[config.mk]
export PLATFORM = sky130hd
export DESIGN_NAME = macro_wb_gpio
export DESIGN_NICKNAME = d
export VERILOG_FILES = /design/src/rtl/macro_wb_gpio_pkg.sv /design/src/rtl/macro_wb_gpio_sync_edge.sv /design/src/rtl/macro_wb_gpio.sv
export SDC_FILE = /design/constraint.sdc
export NUM_CORES = 1
export LEC_CHECK = 0
export CAP_MARGIN = 20
export CORE_ASPECT_RATIO = 0.8
export CORE_MARGIN = 2
export CORE_UTILIZATION = 40
export DETAILED_ROUTE_END_ITERATION = 12
export SLEW_MARGIN = 20
export SYNTH_ARGS = -nofsm -noshare
export SYNTH_HDL_FRONTEND = slang
export SYNTH_SLANG_ARGS = --single-unit
[constraint.sdc]
create_clock -name wb_clk_i -period 4 [get_ports wb_clk_i]
set_input_delay 0.4 -clock wb_clk_i [delete_from_list [all_inputs] [get_ports wb_clk_i]]
set_output_delay 0.4 -clock wb_clk_i [all_outputs]
set_load 0.01 [all_outputs]
[src/rtl/macro_wb_gpio_pkg.sv]
// Shared constants for the per-macro Wishbone GPIO responder: register map,
// ID signature, default window base, pad bus widths and byte-lane helpers.
package macro_wb_gpio_pkg;

   localparam logic [31:0] DEFAULT_BASE_ADR = 32'h3000_0000;
   localparam logic [23:0] ID_CONST         = 24'h4D5043;
   localparam int unsigned NORTH_W_DEF      = 10;
   localparam int unsigned SIDE_W_DEF       = 14;

   // Word offsets, i.e. wbs_adr_i[7:2]
   localparam logic [5:0] OFS_ID         = 6'h00;
   localparam logic [5:0] OFS_NORTH_OUT  = 6'h01;
   localparam logic [5:0] OFS_NORTH_OE   = 6'h02;
   localparam logic [5:0] OFS_WEST_OUT   = 6'h03;
   localparam logic [5:0] OFS_WEST_OE    = 6'h04;
   localparam logic [5:0] OFS_EAST_OUT   = 6'h05;
   localparam logic [5:0] OFS_EAST_OE    = 6'h06;
   localparam logic [5:0] OFS_NORTH_IN   = 6'h07;
   localparam logic [5:0] OFS_WEST_IN    = 6'h08;
   localparam logic [5:0] OFS_EAST_IN    = 6'h09;
   localparam logic [5:0] OFS_NORTH_EDGE = 6'h0A;
   localparam logic [5:0] OFS_WEST_EDGE  = 6'h0B;
   localparam logic [5:0] OFS_EAST_EDGE  = 6'h0C;
   localparam logic [5:0] OFS_SCRATCH    = 6'h0D;

   function automatic logic [31:0] lane_mask(input logic [3:0] sel);
      return {{8{sel[3]}}, {8{sel[2]}}, {8{sel[1]}}, {8{sel[0]}}};
   endfunction

   function automatic logic [31:0] lane_merge(input logic [31:0] old_val,
                                              input logic [31:0] new_val,
                                              input logic [3:0]  sel);
      return (old_val & ~lane_mask(sel)) | (new_val & lane_mask(sel));
   endfunction

endpackage

[src/rtl/macro_wb_gpio_sync_edge.sv]
// Two-flop synchronizer for asynchronous pad inputs plus a previous-value
// flop so a 0->1 transition of the synchronized value is flagged for one cycle.
module gpio_sync_edge #(
   parameter int unsigned W = 8
)(
   input  logic         clk,
   input  logic         rst,
   input  logic [W-1:0] pad,
   output logic [W-1:0] sync,
   output logic [W-1:0] rise
);

   logic [W-1:0] meta;
   logic [W-1:0] prev;

   always_ff @(posedge clk) begin
      if (rst) begin
         meta <= '0;
         sync <= '0;
         prev <= '0;
      end else begin
         meta <= pad;
         sync <= meta;
         prev <= sync;
      end
   end

   assign rise = sync & ~prev;

endmodule

[src/rtl/macro_wb_gpio.sv]
// Wishbone classic responder owning one macro's pad outputs/enables, with
// synchronized pad inputs and sticky write-1-to-clear rising-edge flags.
module macro_wb_gpio
   import macro_wb_gpio_pkg::*;
#(
   parameter int unsigned MACRO_ID = 0,
   parameter logic [31:0] BASE_ADR = DEFAULT_BASE_ADR,
   parameter int unsigned NORTH_W  = NORTH_W_DEF,
   parameter int unsigned SIDE_W   = SIDE_W_DEF
)(
   input  logic               wb_clk_i,
   input  logic               wb_rst_i,
   input  logic               wbs_stb_i,
   input  logic               wbs_cyc_i,
   input  logic               wbs_we_i,
   input  logic [3:0]         wbs_sel_i,
   input  logic [31:0]        wbs_dat_i,
   input  logic [31:0]        wbs_adr_i,
   output logic               wbs_ack_o,
   output logic [31:0]        wbs_dat_o,
   output logic [NORTH_W-1:0] north_o,
   output logic [NORTH_W-1:0] north_oe,
   output logic [SIDE_W-1:0]  west_o,
   output logic [SIDE_W-1:0]  west_oe,
   output logic [SIDE_W-1:0]  east_o,
   output logic [SIDE_W-1:0]  east_oe,
   input  logic [NORTH_W-1:0] north_i,
   input  logic [SIDE_W-1:0]  west_i,
   input  logic [SIDE_W-1:0]  east_i
);

   logic               hit;
   logic               accept;
   logic               wr_en;
   logic [5:0]         word;
   logic [31:0]        wmask;
   logic [31:0]        rdata;
   logic [31:0]        scratch;
   logic [1:0]         unused_adr;
   logic [NORTH_W-1:0] north_sync, north_rise, north_edge, north_clr;
   logic [SIDE_W-1:0]  west_sync,  west_rise,  west_edge,  west_clr;
   logic [SIDE_W-1:0]  east_sync,  east_rise,  east_edge,  east_clr;

   assign unused_adr = wbs_adr_i[1:0];
   assign hit        = (wbs_adr_i[31:8] == BASE_ADR[31:8]);
   // Gating on !ack makes a held strobe alternate ack/idle cycles
   assign accept     = wbs_cyc_i & wbs_stb_i & hit & ~wbs_ack_o;
   assign wr_en      = accept & wbs_we_i;
   assign word       = wbs_adr_i[7:2];
   assign wmask      = lane_mask(wbs_sel_i);

   gpio_sync_edge #(.W(NORTH_W)) u_north (
      .clk(wb_clk_i), .rst(wb_rst_i), .pad(north_i), .sync(north_sync), .rise(north_rise)
   );
   gpio_sync_edge #(.W(SIDE_W)) u_west (
      .clk(wb_clk_i), .rst(wb_rst_i), .pad(west_i), .sync(west_sync), .rise(west_rise)
   );
   gpio_sync_edge #(.W(SIDE_W)) u_east (
      .clk(wb_clk_i), .rst(wb_rst_i), .pad(east_i), .sync(east_sync), .rise(east_rise)
   );

   always_ff @(posedge wb_clk_i) begin
      if (wb_rst_i) begin
         north_o  <= '0;
         north_oe <= '0;
         west_o   <= '0;
         west_oe  <= '0;
         east_o   <= '0;
         east_oe  <= '0;
         scratch  <= '0;
      end else if (wr_en) begin
         case (word)
            OFS_NORTH_OUT: north_o  <= NORTH_W'(lane_merge(32'(north_o),  wbs_dat_i, wbs_sel_i));
            OFS_NORTH_OE:  north_oe <= NORTH_W'(lane_merge(32'(north_oe), wbs_dat_i, wbs_sel_i));
            OFS_WEST_OUT:  west_o   <= SIDE_W'(lane_merge(32'(west_o),    wbs_dat_i, wbs_sel_i));
            OFS_WEST_OE:   west_oe  <= SIDE_W'(lane_merge(32'(west_oe),   wbs_dat_i, wbs_sel_i));
            OFS_EAST_OUT:  east_o   <= SIDE_W'(lane_merge(32'(east_o),    wbs_dat_i, wbs_sel_i));
            OFS_EAST_OE:   east_oe  <= SIDE_W'(lane_merge(32'(east_oe),   wbs_dat_i, wbs_sel_i));
            OFS_SCRATCH:   scratch  <= lane_merge(scratch, wbs_dat_i, wbs_sel_i);
            default: ;
         endcase
      end
   end

   always_comb begin
      north_clr = '0;
      west_clr  = '0;
      east_clr  = '0;
      if (wr_en) begin
         case (word)
            OFS_NORTH_EDGE: north_clr = NORTH_W'(wbs_dat_i & wmask);
            OFS_WEST_EDGE:  west_clr  = SIDE_W'(wbs_dat_i & wmask);
            OFS_EAST_EDGE:  east_clr  = SIDE_W'(wbs_dat_i & wmask);
            default: ;
         endcase
      end
   end

   // A new rising edge is ORed in after the clear so it survives a same-cycle W1C
   always_ff @(posedge wb_clk_i) begin
      if (wb_rst_i) begin
         north_edge <= '0;
         west_edge  <= '0;
         east_edge  <= '0;
      end else begin
         north_edge <= (north_edge & ~north_clr) | north_rise;
         west_edge  <= (west_edge  & ~west_clr)  | west_rise;
         east_edge  <= (east_edge  & ~east_clr)  | east_rise;
      end
   end

   always_comb begin
      rdata = '0;
      case (word)
         OFS_ID:         rdata = {ID_CONST, 8'(MACRO_ID)};
         OFS_NORTH_OUT:  rdata = 32'(north_o);
         OFS_NORTH_OE:   rdata = 32'(north_oe);
         OFS_WEST_OUT:   rdata = 32'(west_o);
         OFS_WEST_OE:    rdata = 32'(west_oe);
         OFS_EAST_OUT:   rdata = 32'(east_o);
         OFS_EAST_OE:    rdata = 32'(east_oe);
         OFS_NORTH_IN:   rdata = 32'(north_sync);
         OFS_WEST_IN:    rdata = 32'(west_sync);
         OFS_EAST_IN:    rdata = 32'(east_sync);
         OFS_NORTH_EDGE: rdata = 32'(north_edge);
         OFS_WEST_EDGE:  rdata = 32'(west_edge);
         OFS_EAST_EDGE:  rdata = 32'(east_edge);
         OFS_SCRATCH:    rdata = scratch;
         default:        rdata = '0;
      endcase
   end

   always_ff @(posedge wb_clk_i) begin
      if (wb_rst_i) begin
         wbs_ack_o <= 1'b0;
         wbs_dat_o <= '0;
      end else begin
         wbs_ack_o <= accept;
         wbs_dat_o <= (accept && !wbs_we_i) ? rdata : 32'h0;
      end
   end

endmodule

==> Yosys cells after proc, flatten, opt, wreduce, memory -nomap -nowiden <==
Cells that the tools add are included.
W data, S select, Z words.
{ "word_totals": {"regBits": 293} }
{ "op_classes": {"n_bitwise": 37, "n_eq_ne": 14, "mux": 7, "n_reduce_logical": 11} }
{ "op_table": {"columns": ["cell", "count"], "rows": [
  ["$pmux W32 S14", 1],
  ["$and A14 B14 Y14", 8],
  ["$or A14 B14 Y14", 6],
  ["$and A32 B32 Y32", 2],
  ["$mux W14", 4],
  ["$not A14 Y14", 4],
  ["$and A10 B10 Y10", 4],
  ["$eq A6 B4 Y1 const B", 6],
  ["$not A32 Y32", 1],
  ["$or A32 B32 Y32", 1],
  ["$or A10 B10 Y10", 3],
  ["$eq A24 B22 Y1 const B", 1],
  ["$eq A6 B3 Y1 const B", 4],
  ["$mux W10", 2],
  ["$not A10 Y10", 2],
  ["$reduce_and A2 Y1", 7],
  ["$eq A6 B2 Y1 const B", 2],
  ["$eq A6 B1 Y1 const B", 1],
  ["$logic_not A6 Y1", 1],
  ["$and A1 B1 Y1", 4],
  ["$not A1 Y1", 2],
  ["$reduce_or A2 Y1", 1],
  ["$logic_and A1 B1 Y1", 1],
  ["$logic_not A1 Y1", 1]
]} }

==> Depth between registers and ports, before layout <==
{ "logic_depth": {"ltp_word": 8, "ltp_mapped": 8, "depth_no_buf": 5} }

==> Hierarchy <==
A second synthesis with hierarchy kept.
{ "hier_totals": {"cells_unflattened": 1134, "area_unflattened_um2": 11576.1} }
{ "by_module_without_submodules": {"columns": ["mod", "n_inst", "cells_each", "area_each_um2"], "rows": [
  ["macro_wb_gpio", 1, 857, 8209.1],
  ["gpio_sync_edge (u_east ...)", 2, 102, 1211.2],
  ["gpio_sync_edge (u_north)", 1, 73, 944.7]
]} }

==> Worst setup path after synthesis <==
OpenSTA, ideal clock, no wires.
{ "synth_path": {"path_kind": "in2reg", "startpoint": "input wbs_adr_i[16]", "endpoint": "register with a tool-made name", "slack_ps": 1764, "setup_ps": 128, "t_required_ps": 3872, "arrival_ps": 2109, "path_stages": 6, "cell_sequence": "nor4_4 -> nand4_4 -> buf_6 -> nor4_4 -> mux2i_1 -> nor2_1"} }
{ "synth_rtl": {"columns": ["item", "line_no", "rtl"], "rows": [
  ["from (decl)", "macro_wb_gpio.sv:18", "input logic [31:0] wbs_adr_i,"]
]} }

==> Final worst setup path <==
{ "layout_path": {"startpoint": "input wbs_adr_i[15]", "endpoint": "register west_edge[3]"} }
{ "layout_between": {"elab_chain_len": 8} }
{ "layout_lines": {"columns": ["item", "line_no", "rtl"], "rows": [
  ["$eq A24 B22 Y1", "macro_wb_gpio.sv:45", "assign hit = (wbs_adr_i[31:8] == BASE_ADR[31:8]);"],
  ["$and A1 B1 Y1 (2 in series)", "macro_wb_gpio.sv:47", "assign accept = wbs_cyc_i & wbs_stb_i & hit & ~wbs_ack_o;"],
  ["$and A1 B1 Y1", "macro_wb_gpio.sv:48", "assign wr_en = accept & wbs_we_i;"],
  ["$mux W14", "macro_wb_gpio.sv:89", "if (wr_en) begin"],
  ["$not A14 Y14", "macro_wb_gpio.sv:107", "west_edge <= (west_edge & ~west_clr) | west_rise;"],
  ["$and A14 B14 Y14", "macro_wb_gpio.sv:107", null],
  ["$or A14 B14 Y14", "macro_wb_gpio.sv:107", null],
  ["to (signal assigned)", "macro_wb_gpio.sv:107", null],
  ["to (decl)", "macro_wb_gpio.sv:41", "logic [SIDE_W-1:0] west_sync, west_rise, west_edge, west_clr;"]
]} }
Every way passes these cells.
A chain may end at the register's enable or synchronous reset.

==> flow_metrics.tcl <==
set metrics [dict create \
    status "finished, final reports clean" \
    r2r_end "west_edge[3]$_SDFF_PP0_" \
    diodes 0 \
    post-route-util_pct 54.5 \
    ant_nets 0 \
    cts_root_buf "clkbuf_16" \
    cts_made_buffers 29 \
    drc 0 \
    slew_headroom_pct 46.3 \
    start_kind "input port" \
    synth_top_family_by_area "simple AND/OR/NAND/NOR gates" \
    die_y_um 151 \
    syn_to_final_growth_pct 32.8 \
    hold_viol 0 \
    p_leak_nw 5.01 \
    fin_crit_sh_pct 65.8 \
    synthCells 1049 \
    fin_ws_ns 1.37 \
    drtIter0Drc 659 \
    required_ns 4.40 \
    cts_tree "done" \
    finalClockSkew_ns 0.00939 \
    rsz0062_at_grt "false" \
    fill_cells 2364 \
    final_layout_size_suffix_gt1_share_pct 8.16 \
    firstDrtPassIters 5 \
    fp.dieW_um 188 \
    reg2reg_depth 5 \
    vdd_drop_max_mv 0.339 \
    clkTransAtPathRegs_ns 0.06 \
    yosys_register_bits 293 \
    async_reset_ff_share_pct 0 \
    io_buffers 217 \
    nets 1376 \
    synth_simple_gate_area_share_pct 21.9 \
    drt_wl_total_um 32600 \
    ys_seq_area_share_pct 54.1 \
    final.min_clock_period_ns 2.63 \
    crit_path_end_kind "register" \
    rows 53 \
    ys_top_cells_by_area "dfxtp_1, mux2i_1, nor2b_1" \
    synth_top_area_share_pct 54.1 \
    multi_input_area_um2 4680 \
    grt-ovfl-total 0 \
    wl_per_cell_um 19.8 \
    grt_pass1_wl_um 48500 \
    avgSynthCellArea_um2 10.3 \
    synthAdderAreaFrac_pct 0 \
    grt_max_degree 96 \
    grt_pass1_vias 7804 \
    fin_tns_setup_ns 0 \
    drv_slew 0 \
    vias 8480 \
    place_hpwl_um 23200 \
    hp-class "in -> reg" \
    core_area_um2 26500 \
    cts.path.max_buffers 3 \
    critical_path_class "in -> reg" \
    power_density_nw_per_um2 420 \
    finalPower_mw 6.06 \
    ctsHoldBuffers 0 \
    synth-edff-count 0 \
    ys_types 46 \
    r2r_slack_ns 1.47 \
    syn-num-nets 1160 \
    post_cts_buffers 0 \
    avgViaCountPerCell 5.16 \
    start_util_pct 41.0 \
    synthesis.area_um2 10900 \
    clkSinkCount 293 \
    grt_util_all_layers_pct 22.1 \
    regArea_um2 5870 \
    synth-main-ff-cell "dfxtp_1" \
    yosys-top-cells-count "dfxtp_1, nor2b_1, nor2_1, mux2i_1, clkbuf_1" \
    cts_resized 0 \
    startpoint "wbs_adr_i[15]" \
    io_pins 220 \
    yosysWarnings 0 \
    gp_routability_congestion 0.888 \
    dieArea_um2 28500 \
    pre_cts_ws_ns 0.820 \
    drv_cap 0 \
    yosysMostFrequentCell "dfxtp_1" \
    setup_viol 0 \
    fmax_ghz 0.380 \
    clock_latency_ns 0.56 \
    worstPathArrival_ns 3.04 \
    synth_xor_xnor_area_share_pct 0 \
    h-tree-depth 1 \
    muxShareOfSynthArea_pct 10.1 \
    synth_largest_area_cell "dfxtp_1" \
    setup.worst_path.end "west_edge[3]$_SDFF_PP0_" \
    synth_compound_area_share_pct 11.1 \
    cp_max_fo 30 \
    grt_antenna_before_repair 0 \
    max_slew.worst_pin.slew_ns 0.799 \
    r2r_start "wbs_ack_o$_SDFF_PP0_" \
]
==> final cells by class <==
class                   count  area share, %
clock buffers              44           5.63
clock inverters             9          0.938
inverters                  11          0.286
multi-input cells         679           32.5
flip-flops and latches    293           40.7
well taps                 357           3.10
repair buffers            251           16.9
==> power by group <==
part	switching (mW)	total [mW]	leakage (nW)	internal [mW]
clock	1.13	2.73	0.465	1.60
sequential	0.0339	3.02	2.38	2.98
combinational	0.156	0.314	2.16	0.157
total	1.32	6.06	5.01	4.74
==> critical path, cell delays in order <==
cell             delay [ns]
clkdlybuf4s50_1        0.45
nor4_4                 0.35
nand4_4                0.54
or2_2                  0.78
o31ai_1                0.37
a21oi_1                0.10
==> through the flow <==
stage | std cells | cell area, um2 | hold WS, ns
after CTS | 1644 | 14400 | 0.342
after global placement | 1591 | 13500 | 0.426
final | 1644 | 14400 | 0.320
after floorplan | 1049 | 10900 | 0.414
after detailed placement | 1591 | 13500 | 0.422
after global routing | 1644 | 14400 | 0.352
==> cell usage in the layout (no fill, tap or decap), types with 7 or more instances in the layout <==
cell type          n
nand2_1           42
nor2_1           114
dfxtp_1          293
nand3_1           25
inv_1             11
nor2b_1          116
buf_4             34
nor4_4            17
clkbuf_16         29
o21ai_0           18
a221oi_1           7
a31oi_1           11
nand2b_1          32
a22oi_1           47
clkdlybuf4s50_1  216
mux2i_1          108
clkbuf_1          12
o31ai_1           20
and3_1            15
a32o_1             8
a21oi_1           43
a22o_1             9
==> worst min-delay path by stage <==
stage                                from                          to  slack, ns  depth (start not counted)
2_1_floorplan   u_east.meta[0]$_SDFF_PP0_   u_east.sync[0]$_SDFF_PP0_       0.41                          1
3_3_place_gp    u_west.meta[4]$_SDFF_PP0_   u_west.sync[4]$_SDFF_PP0_       0.43                          1
3_5_place_dp   u_east.meta[12]$_SDFF_PP0_  u_east.sync[12]$_SDFF_PP0_       0.42                          1
4_1_cts                          wb_rst_i                    register       0.34                          2
5_1_grt                          wb_rst_i                    register       0.35                          2
6_report                         wb_rst_i                    register       0.32                          2
==> routing by layer <==
metal	vias up	track usage (%)	wire, um
li1	4108	-	-
met1	3955	33.5	15800
met2	378	31.4	13200
met3	39	5.24	2960
met4	0	5.16	601
met5	-	0	0
==> kinds of logic (layout without fill, tap and decap cells) <==
group,after synthesis,count (layout)
AND/OR/NAND/NOR,395,395
flip-flops,293,293
multiplexers,109,109
AO/OA/AOI/OAI,175,175
buffers and inverters,77,315
Note: power is estimated with default switching activity, not from simulation.
==> patch, RTL diff (config.mk and constraints unchanged) <==
Set the package constant `NORTH_W_DEF` to 14 (it was 10).
--- a/src/rtl/macro_wb_gpio_pkg.sv
+++ b/src/rtl/macro_wb_gpio_pkg.sv
@@ -5,5 +5,5 @@
    localparam logic [31:0] DEFAULT_BASE_ADR = 32'h3000_0000;
    localparam logic [23:0] ID_CONST         = 24'h4D5043;
-   localparam int unsigned NORTH_W_DEF      = 10;
+   localparam int unsigned NORTH_W_DEF      = 14;
    localparam int unsigned SIDE_W_DEF       = 14;
 
Interface: changed (resized north_i, north_o and north_oe); port bits go from 220 to 232. The function was not compared with the original's and may differ.
==> patch against the unedited design <==
Design area is 5.7% higher. Worst setup slack worse by 0.034 ns. Highest routed layer is now met5. Routed wire length is 6.9% higher. Total power increased by 8.1%. Sequential cell count is 24 higher. Synthesized area up 5.8%. Hold slack better by 0.078 ns. First-iteration DRC count up 22%.
==> patch: results (changes against the unedited design) <==
| Metric | Value |
|---|---|
| Flop2flop setup slack | 1.55 ns (+0.08 ns) |
| Sequential element share of the synthesized area | 55.29% (+1.2 points) |
| Slew Limit Headroom | 46.74% (+0.42 points) |
| Via count of the first global-routing pass | 8541 (+9.4%) |
| Final Wtd Congestion | 0.8235 (-7.2%) |
| Port Buffers | 229 (+5.5%) |
| DR iter-0 viols | 806 (+22%) |
| Internal power | 5136 uW (+8.4%) |
| Critical path data arrival time | 3.08 ns (+0.04 ns) |
| Final wirelength | 34840 um (+6.9%) |
| Peak supply drop | 0.3748 mV (+11%) |
| Largest net degree at the start of global routing | 171 (+78%) |
| Run status | completed |
| Area contributors post-synth | dfxtp_1 55%, mux2i_1 10%, nor2b_1 6.9% |
| Syn Inst Count | 1138 (+8.5%) |
| Worst setup margin | 1.332 ns (-0.03437 ns) |
| Total GRT Usage | 22.32% (+0.19 points) |
| DP Wirelength | 23700 um (+2.2%) |
| Crit-path max FO | 8 (-73%) |
| Nets | 1461 (+6.2%) |
| Post-synth cell types | 38 (-17%) |
| CTS Buf Count | 31 (+6.9%) |
| Post-Synthesis Net Count | 1253 (+8.0%) |
| Proportion of layout cells with a drive suffix above 1 | 8.175% (+0.017 points) |
| Initial antenna violation count | 2 (+2) |
| WL per Instance | 20.02 um (+1.0%) |
| Dpl ws | 0.7809 ns (-0.03886 ns) |
| Skew final | 0.01895 ns (+0.009560 ns) |
| Global-route wire length before repair | 52530 um (+8.4%) |
| Placed Instances | 1683 (+5.8%) |
-- patch: changes by cell type in the layout (fill, tap and decap cells not counted), sizes merged, moves of 12 or more --
cell           change
nand3             +30
dfxtp             +24
nand2             -24
o21ai             +24
o31ai             -20
a22o              +13
nor4              -13
a21oi             +12
clkdlybuf4s50     +12
nand2b            +12
-- patch: power by group through the flow --
stage                     clock [uW]  sequential (uW)  combinational (uW)
after floorplan                    0             3320                 145
after global placement             0             3330                 301
after detailed placement           0             3340                 302
after CTS                       3050             3270                 305
after global routing            3170             3270                 328
final                           2980             3270                 302
-- patch: cell families (layout without fill, tap and decap cells) --
logic type | Yosys count | count (layout) | share of synthesized area, %
AOI/OAI and AO/OA | 196 | 196 | 11.00
buffers and inverters | 86 | 318 | 2.834
muxes | 116 | 116 | 10.12
and+or+nand+nor | 423 | 423 | 20.76
DFF | 317 | 317 | 55.29
-- patch: path summary, 6_finish.rpt --
kind,from,to,cells after the start
max,wbs_adr_i[18],flip-flop,6
min,north_i[8],u_north.meta[8]$_SDFF_PP0_,2
max reg2reg,wbs_ack_o$_SDFF_PP0_,wbs_dat_o[2]$_SDFF_PP0_,6
min reg2reg,u_east.meta[13]$_SDFF_PP0_,u_east.sync[13]$_SDFF_PP0_,1
-- patch: stage by stage --
step | area (sq um) | hold slack, ns
2_1_floorplan | 11480 | 0.4138
3_3_place_gp | 14180 | 0.4189
3_5_place_dp | 14180 | 0.4220
4_1_cts | 15230 | 0.3775
5_1_grt | 15230 | 0.3901
6_report | 15230 | 0.3982
-- patch: cell type report --
class	count	area (sq um)
flip-flops and latches	317	6346
multi-input cells	735	4841
fillers	2557	13050
well taps	370	462.9
repair buffers	257	2519
clock buffers	44	894.6
clock inverters	13	155.1
inverters	4	15.01
-- patch: per-layer routing --
metal  wire length [um]  global-route usage [%]
met5                 12                       0
met4                765                   5.707
met3               2109                   3.707
met2              16120                   35.87
met1              15830                   31.26
-- patch: worst max-delay path, stage by stage --
cell and delay, ns:
clkdlybuf4s50_1 0.40, or4_1 0.64, or4_4 0.60, nor4_4 0.68, mux2i_1 0.29, nor2_1 0.05
